### src/rtl/vector_load_unit_if.sv
// Request, SRAM and result signals of vector_load_unit bundled for port use.
// The stride signal exists only when VLD_STRIDE_EN is defined.
interface vector_load_unit_if #(
  parameter int LANES  = 16,
  parameter int WORD_W = 16
);
  logic                    start;
  logic [15:0]             base_addr;
`ifdef VLD_STRIDE_EN
  logic [15:0]             stride;
`endif
  logic [WORD_W-1:0]       mem_rdata;
  logic [15:0]             mem_addr;
  logic                    mem_rd;
  logic [LANES*WORD_W-1:0] vec_data;
  logic                    busy;
  logic                    done;

  // master: the requester plus the SRAM read-data path; slave: the load unit
  modport master (
`ifdef VLD_STRIDE_EN
    output stride,
`endif
    output start, base_addr, mem_rdata,
    input  mem_addr, mem_rd, vec_data, busy, done
  );

  modport slave (
`ifdef VLD_STRIDE_EN
    input  stride,
`endif
    input  start, base_addr, mem_rdata,
    output mem_addr, mem_rd, vec_data, busy, done
  );
endinterface

### src/rtl/vector_load_unit.sv
// Gathers LANES consecutive SRAM words into one vector, one read per lane.
// Optional VLD_STRIDE_EN: lane address advances by a latched stride instead of 1.
module vector_load_unit #(
  parameter int LANES  = 16,
  parameter int WORD_W = 16,
  parameter int RD_LAT = 1
) (
  input  logic             clk2,
  input  logic             rst,
  vector_load_unit_if.slave bus
);
  localparam int LANE_W = (LANES > 1) ? $clog2(LANES) : 1;
  localparam int CNT_W  = (RD_LAT > 1) ? $clog2(RD_LAT) : 1;
  localparam logic [LANE_W-1:0] LAST_LANE = LANE_W'(LANES - 1);
  localparam logic [CNT_W-1:0]  CNT_LOAD  = CNT_W'(RD_LAT - 1);

  typedef enum logic [1:0] {S_IDLE, S_REQ, S_WAIT, S_DONE} state_t;

  state_t                  state_q, state_d;
  logic [15:0]             addr_q, addr_d;
  logic [LANE_W-1:0]       lane_q, lane_d;
  logic [CNT_W-1:0]        cnt_q, cnt_d;
  logic [LANES*WORD_W-1:0] vec_q, vec_d;
  logic [15:0]             addr_inc;

`ifdef VLD_STRIDE_EN
  logic [15:0]             stride_q, stride_d;
  assign addr_inc = stride_q;
`else
  assign addr_inc = 16'd1;
`endif

  always_comb begin
    state_d = state_q;
    addr_d  = addr_q;
    lane_d  = lane_q;
    cnt_d   = cnt_q;
    vec_d   = vec_q;
`ifdef VLD_STRIDE_EN
    stride_d = stride_q;
`endif
    case (state_q)
      S_IDLE: begin
        if (bus.start) begin
          addr_d  = bus.base_addr;
          lane_d  = '0;
`ifdef VLD_STRIDE_EN
          stride_d = bus.stride;
`endif
          state_d = S_REQ;
        end
      end
      S_REQ: begin
        cnt_d   = CNT_LOAD;
        state_d = S_WAIT;
      end
      S_WAIT: begin
        // read data is only trusted on the last wait cycle
        if (cnt_q == '0) begin
          vec_d[lane_q*WORD_W +: WORD_W] = bus.mem_rdata;
          if (lane_q == LAST_LANE) begin
            state_d = S_DONE;
          end else begin
            lane_d  = lane_q + 1'b1;
            addr_d  = addr_q + addr_inc;
            state_d = S_REQ;
          end
        end else begin
          cnt_d = cnt_q - 1'b1;
        end
      end
      S_DONE:  state_d = S_IDLE;
      default: state_d = S_IDLE;
    endcase
  end

  always_ff @(posedge clk2) begin
    if (rst) begin
      state_q <= S_IDLE;
      addr_q  <= '0;
      lane_q  <= '0;
      cnt_q   <= '0;
      vec_q   <= '0;
`ifdef VLD_STRIDE_EN
      stride_q <= '0;
`endif
    end else begin
      state_q <= state_d;
      addr_q  <= addr_d;
      lane_q  <= lane_d;
      cnt_q   <= cnt_d;
      vec_q   <= vec_d;
`ifdef VLD_STRIDE_EN
      stride_q <= stride_d;
`endif
    end
  end

  // addr_q only moves when entering REQ, so it doubles as the held SRAM address
  assign bus.mem_addr = addr_q;
  assign bus.mem_rd   = (state_q == S_REQ);
  assign bus.busy     = (state_q != S_IDLE);
  assign bus.done     = (state_q == S_DONE);
  assign bus.vec_data = vec_q;
endmodule

### src/flat_wrapper.sv
// flat-port wrapper written by rule: the top's interface ports become plain ports
module vector_load_unit_flat 
#(
  parameter int LANES  = 16,
  parameter int WORD_W = 16,
  parameter int RD_LAT = 1
)
  (clk2, rst, bus_start, bus_base_addr, bus_mem_rdata, bus_mem_addr, bus_mem_rd, bus_vec_data, bus_busy, bus_done);
  vector_load_unit_if #(.LANES(LANES), .WORD_W(WORD_W)) bus_i ();
  input  logic clk2;
  input  logic rst;
  input wire logic [$bits(bus_i.start)-1:0] bus_start;
  input wire logic [$bits(bus_i.base_addr)-1:0] bus_base_addr;
  input wire logic [$bits(bus_i.mem_rdata)-1:0] bus_mem_rdata;
  output wire logic [$bits(bus_i.mem_addr)-1:0] bus_mem_addr;
  output wire logic [$bits(bus_i.mem_rd)-1:0] bus_mem_rd;
  output wire logic [$bits(bus_i.vec_data)-1:0] bus_vec_data;
  output wire logic [$bits(bus_i.busy)-1:0] bus_busy;
  output wire logic [$bits(bus_i.done)-1:0] bus_done;
  assign bus_i.start = bus_start;
  assign bus_i.base_addr = bus_base_addr;
  assign bus_i.mem_rdata = bus_mem_rdata;
  assign bus_mem_addr = bus_i.mem_addr;
  assign bus_mem_rd = bus_i.mem_rd;
  assign bus_vec_data = bus_i.vec_data;
  assign bus_busy = bus_i.busy;
  assign bus_done = bus_i.done;
  vector_load_unit #(.LANES(LANES), .WORD_W(WORD_W), .RD_LAT(RD_LAT)) u_core (.clk2(clk2), .rst(rst), .bus(bus_i));
endmodule
### config.mk
export PLATFORM = sky130hd
export DESIGN_NAME = vector_load_unit_flat
export DESIGN_NICKNAME = d
export VERILOG_FILES = /design/src/rtl/vector_load_unit_if.sv /design/src/rtl/vector_load_unit.sv /design/src/flat_wrapper.sv
export SDC_FILE = /design/constraint.sdc
export NUM_CORES = 1
export LEC_CHECK = 0
export ABC_CLOCK_PERIOD_IN_PS = 4890
export CAP_MARGIN = 20
export CORE_AREA = 2 2 180 182
export CTS_CLUSTER_SIZE = 25
export DETAILED_ROUTE_END_ITERATION = 8
export DIE_AREA = 0 0 182 184
export HOLD_SLACK_MARGIN = 0.02
export PLACE_DENSITY = 0.71
export SLEW_MARGIN = 15
export SYNTH_ARGS = -nofsm -noshare
export SYNTH_HDL_FRONTEND = slang
export SYNTH_SLANG_ARGS = --single-unit
### constraint.sdc
create_clock -name clk2 -period 4.89 [get_ports clk2]
set_input_delay 0.978 -clock clk2 [delete_from_list [all_inputs] [get_ports clk2]]
set_output_delay 0.978 -clock clk2 [all_outputs]
set_load 0.01 [all_outputs]
==> flow_summary_export.csv <==
group,metric,value,unit
outcome,outcome,"completed",
critical_path,crit_fanout,16,
global_routing,grt_max_degree,93,
global_routing,top_usage_layer,"met2",
place,port_buffers,309,
drt,wl_per_cell,21.2,um
cts,htreeDepth,1,
pwr,p_per_area,298,nW/um^2
sta,skew,0.00978,ns
logic_synthesis,yosysUniqueCellTypes,60,
cells_and_area,fill_cells,2805,
sta,fmax,282,MHz
cts,cts.path.max_buffers,3,
critical_path,worstRegToRegCells,6,
sta,setup_tns,0,ns
critical_path,cp_slowest_cell,"nor2_1",
sta,rsz0062_at_grt,"false",
critical_path,start_kind,"register",
sta,finalCritPeriodShare,0.726,
cts,postCtsSetupRepairBufs,0,
drt,drc,0,
cells_and_area,final_nets,1600,
logic_synthesis,synth_nets,1367,
logic_synthesis,synth_edf_count,0,
critical_path,cp_cell_sequence,"nor3_1, ha_1, nand3b_1, nor2_1, nand3_2, mux2i_1",
logic_synthesis,synth_adder_area_share,0.00403,
cells_and_area,area_growth,34.0,%
critical_path,cp-end-kind,"register",
cts,cts_made_buffers,31,
critical_path,arrival,4.01,ns
logic_synthesis,yosysSeqAreaShare,0.449,
flow_run,drv_cap,0,
sta,relSlewSlack,0.208,
cells_and_area,final_common_cell,"clkdlybuf4s50_1",
logic_synthesis,synth_area_per_cell,9.34,sq um
cells_and_area,final_cell_mix,"clkdlybuf4s50_1 (308), dfxtp_1 (278), nand2b_1 (197)",
logic_synthesis,ys_ff_latch,278,
cts,cts.repair.resized,0,
pwr,leakage,6.39,nW
drt,drt_iter0_markers,793,
critical_path,crit_type,"reg -> reg",
global_routing,grt_antenna_before_repair,2,
pwr,combPwrFrac,0.072,
drt,wl,42.0,mm
sta,hold_viol,0,
pwr,sequentialPowerShare,0.465,
cts,cts_tree,"yes",
pwr,switching_power,1.21,mW
global_routing,met2_usage,0.400,
global_routing,use_met3,0.0473,
logic_synthesis,synth-async-reset-ratio,0,
hold_path,holdPathStages,2,
place,gp_congestion,0.806,
drt,vias,10796,
cells_and_area,diodes,0,
global_routing,grt_pass1_wl,63.2,mm
global_routing,grt_overflow,0,
pwr,vdd_drop_max,258,uV
critical_path,cp_slowest_stage_delay,0.75,ns
logic_synthesis,netlist_area,12400,sq um
logic_synthesis,synth_compound_area_frac,0.0692,
logic_synthesis,synth_top_family_by_area,"simple AND/OR/NAND/NOR gates",
logic_synthesis,synthXorXnorAreaFrac,0.00434,
die,fp.dieH,184,um
global_routing,use_met1,0.325,
drt,via_per_inst,5.44,
cts,path_clk_slew,0.06,ns
sta,setup_viol,0,
global_routing,grt_pass1_vias,10421,
critical_path,crit_required,5.35,ns
sta,min_period,3.55,ns
logic_synthesis,yosysWarnings,0,
die,dieWidth,182,um
global_routing,grt_usage,0.242,
die,dieArea,33500,sq um
cells_and_area,drive_gt1_frac,0.0650,
pwr,netSwitchingFraction,0.244,
sta,worst_slew_pin_slew,1.18,ns
logic_synthesis,synth-simple-area-share,0.276,
cts,cts-hold-fix-buffers,0,
die,rows,65,
drt,ant_nets,0,
cts,cts_root_buf,"clkbuf_16",
die,io_pins,310,
sta,final_max_slew_viol_count,0,
place,place_hpwl,26.8,mm
cts,cts_num_sinks,278,
logic_synthesis,syn-instance-count,1328,
logic_synthesis,synth-main-ff-cell,"dfxtp_1",
hold_path,hp-class,"reg -> reg",
die,core_area,31400,sq um
pwr,intPower,3.75,mW
drt,drt_pass1_iterations,5,
pwr,clockPowerShare,0.463,
die,start_util,0.395,
logic_synthesis,muxShareOfSynthArea,0.148,
cts,clk-insertion-delay-late,0.55,ns
place,place_area,15600,sq um
cells_and_area,fin_area,16600,sq um
[power by group through the flow]
| stage | logic, mW | registers [mW] | clock network (mW) |
|---|---|---|---|
| global route | 0.379 | 2.31 | 2.43 |
| floorplan | 0.198 | 2.35 | 0 |
| CTS | 0.356 | 2.30 | 2.33 |
| finish | 0.357 | 2.30 | 2.30 |
| global placement | 0.352 | 2.35 | 0 |
| detailed placement | 0.354 | 2.35 | 0 |
[flip-flops by register name (all words and copies together), names as in the netlist]
register             flops
u_core.bus.vec_data    256
u_core.state_q           2
u_core.lane_q            4
u_core.bus.mem_addr     16
[routing by layer]
metal / routed length, um / part of all wire
met5: 0 / 0
met4: 1080 / 0.026
met3: 2610 / 0.062
met2: 19800 / 0.47
met1: 18500 / 0.44
[worst max-delay path: cells and delay by family (launching register included)]
family | cells | cell delay, ns
mux | 1 | 0.35
fa+ha+maj | 1 | 0.51
simple gates | 4 | 1.89
flops | 1 | 0.70
[layout make-up]
class	instances	area, sq um	area share
clock inverter	12	100	0.00602
sequential	278	5570	0.335
inverter	8	30.0	0.00181
clock buffer	44	905	0.0544
multi-input combinational	911	6260	0.377
timing repair buffer	331	3260	0.196
tap	402	503	0.0302
[through the flow]
step / power [mW] / setup slack, ns / util / hold slack (ns) / instances
finish: 4.96 / 1.34 / 0.530 / 0.451 / 1986
floorplan: 2.55 / 2.28 / - / 0.476 / 1328
global route: 5.12 / 1.08 / 0.530 / 0.474 / 1986
global placement: 2.70 / 1.51 / 0.498 / 0.438 / 1930
CTS: 4.99 / 1.29 / 0.530 / 0.456 / 1986
detailed placement: 2.71 / 1.34 / 0.498 / 0.446 / 1930
[cells by family (layout without fill, tap and decap cells)]
kind of cell,Yosys count,after routing
AOI/OAI and AO/OA,157,157
adders and majority gates,4,4
muxes,183,183
DFF,278,278
buffers and inverters,139,395
and+or+nand+nor,563,563
xor gates and xnor gates,4,4
[final timing paths]
check | startpoint | endpoint | slack [ns]
worst max-delay path | u_core.lane_q[2]$_SDFFE_PP0P_ | u_core.bus.vec_data[37]$_SDFFE_PP0P_ | 1.34
worst min-delay path | u_core.bus.vec_data[185]$_SDFFE_PP0P_ | u_core.bus.vec_data[185]$_SDFFE_PP0P_ | 0.45
worst min register to register | u_core.bus.vec_data[185]$_SDFFE_PP0P_ | u_core.bus.vec_data[185]$_SDFFE_PP0P_ | 0.45
worst max register to register | u_core.lane_q[2]$_SDFFE_PP0P_ | u_core.bus.vec_data[37]$_SDFFE_PP0P_ | 1.34
[Yosys cell counts, types with 2 or more instances]
cell type / n / area share
nand2b_1: 197 / 0.099
or4_1: 5 / 0.0030
nand2_1: 39 / 0.012
a211oi_1: 2 / 0.0012
o21ba_2: 2 / 0.0016
and4_1: 5 / 0.0035
nor2_1: 27 / 0.0082
nor2b_1: 14 / 0.0071
nand3b_1: 50 / 0.030
a21oi_1: 81 / 0.033
nor3_1: 8 / 0.0032
or3_1: 2 / 0.0010
o31ai_1: 3 / 0.0018
buf_6: 4 / 0.0036
nor3_4: 3 / 0.0039
xnor2_1: 2 / 0.0014
nand3_4: 3 / 0.0042
and3_1: 3 / 0.0015
clkbuf_1: 90 / 0.027
nand3_1: 125 / 0.050
nor4_1: 7 / 0.0035
buf_2: 24 / 0.0097
a31oi_1: 7 / 0.0035
inv_1: 8 / 0.0024
nand4_1: 48 / 0.024
o21ai_0: 48 / 0.019
mux2i_1: 183 / 0.15
buf_1: 2 / 0.00061
a311oi_1: 4 / 0.0028
or2_0: 2 / 0.0010
nand3_2: 4 / 0.0032
nor4_2: 3 / 0.0030
dfxtp_1: 278 / 0.45
and2_1: 5 / 0.0025
buf_4: 11 / 0.0067
ha_1: 4 / 0.0040
nand4b_1: 2 / 0.0014
(Power assumes the default switching activity.)
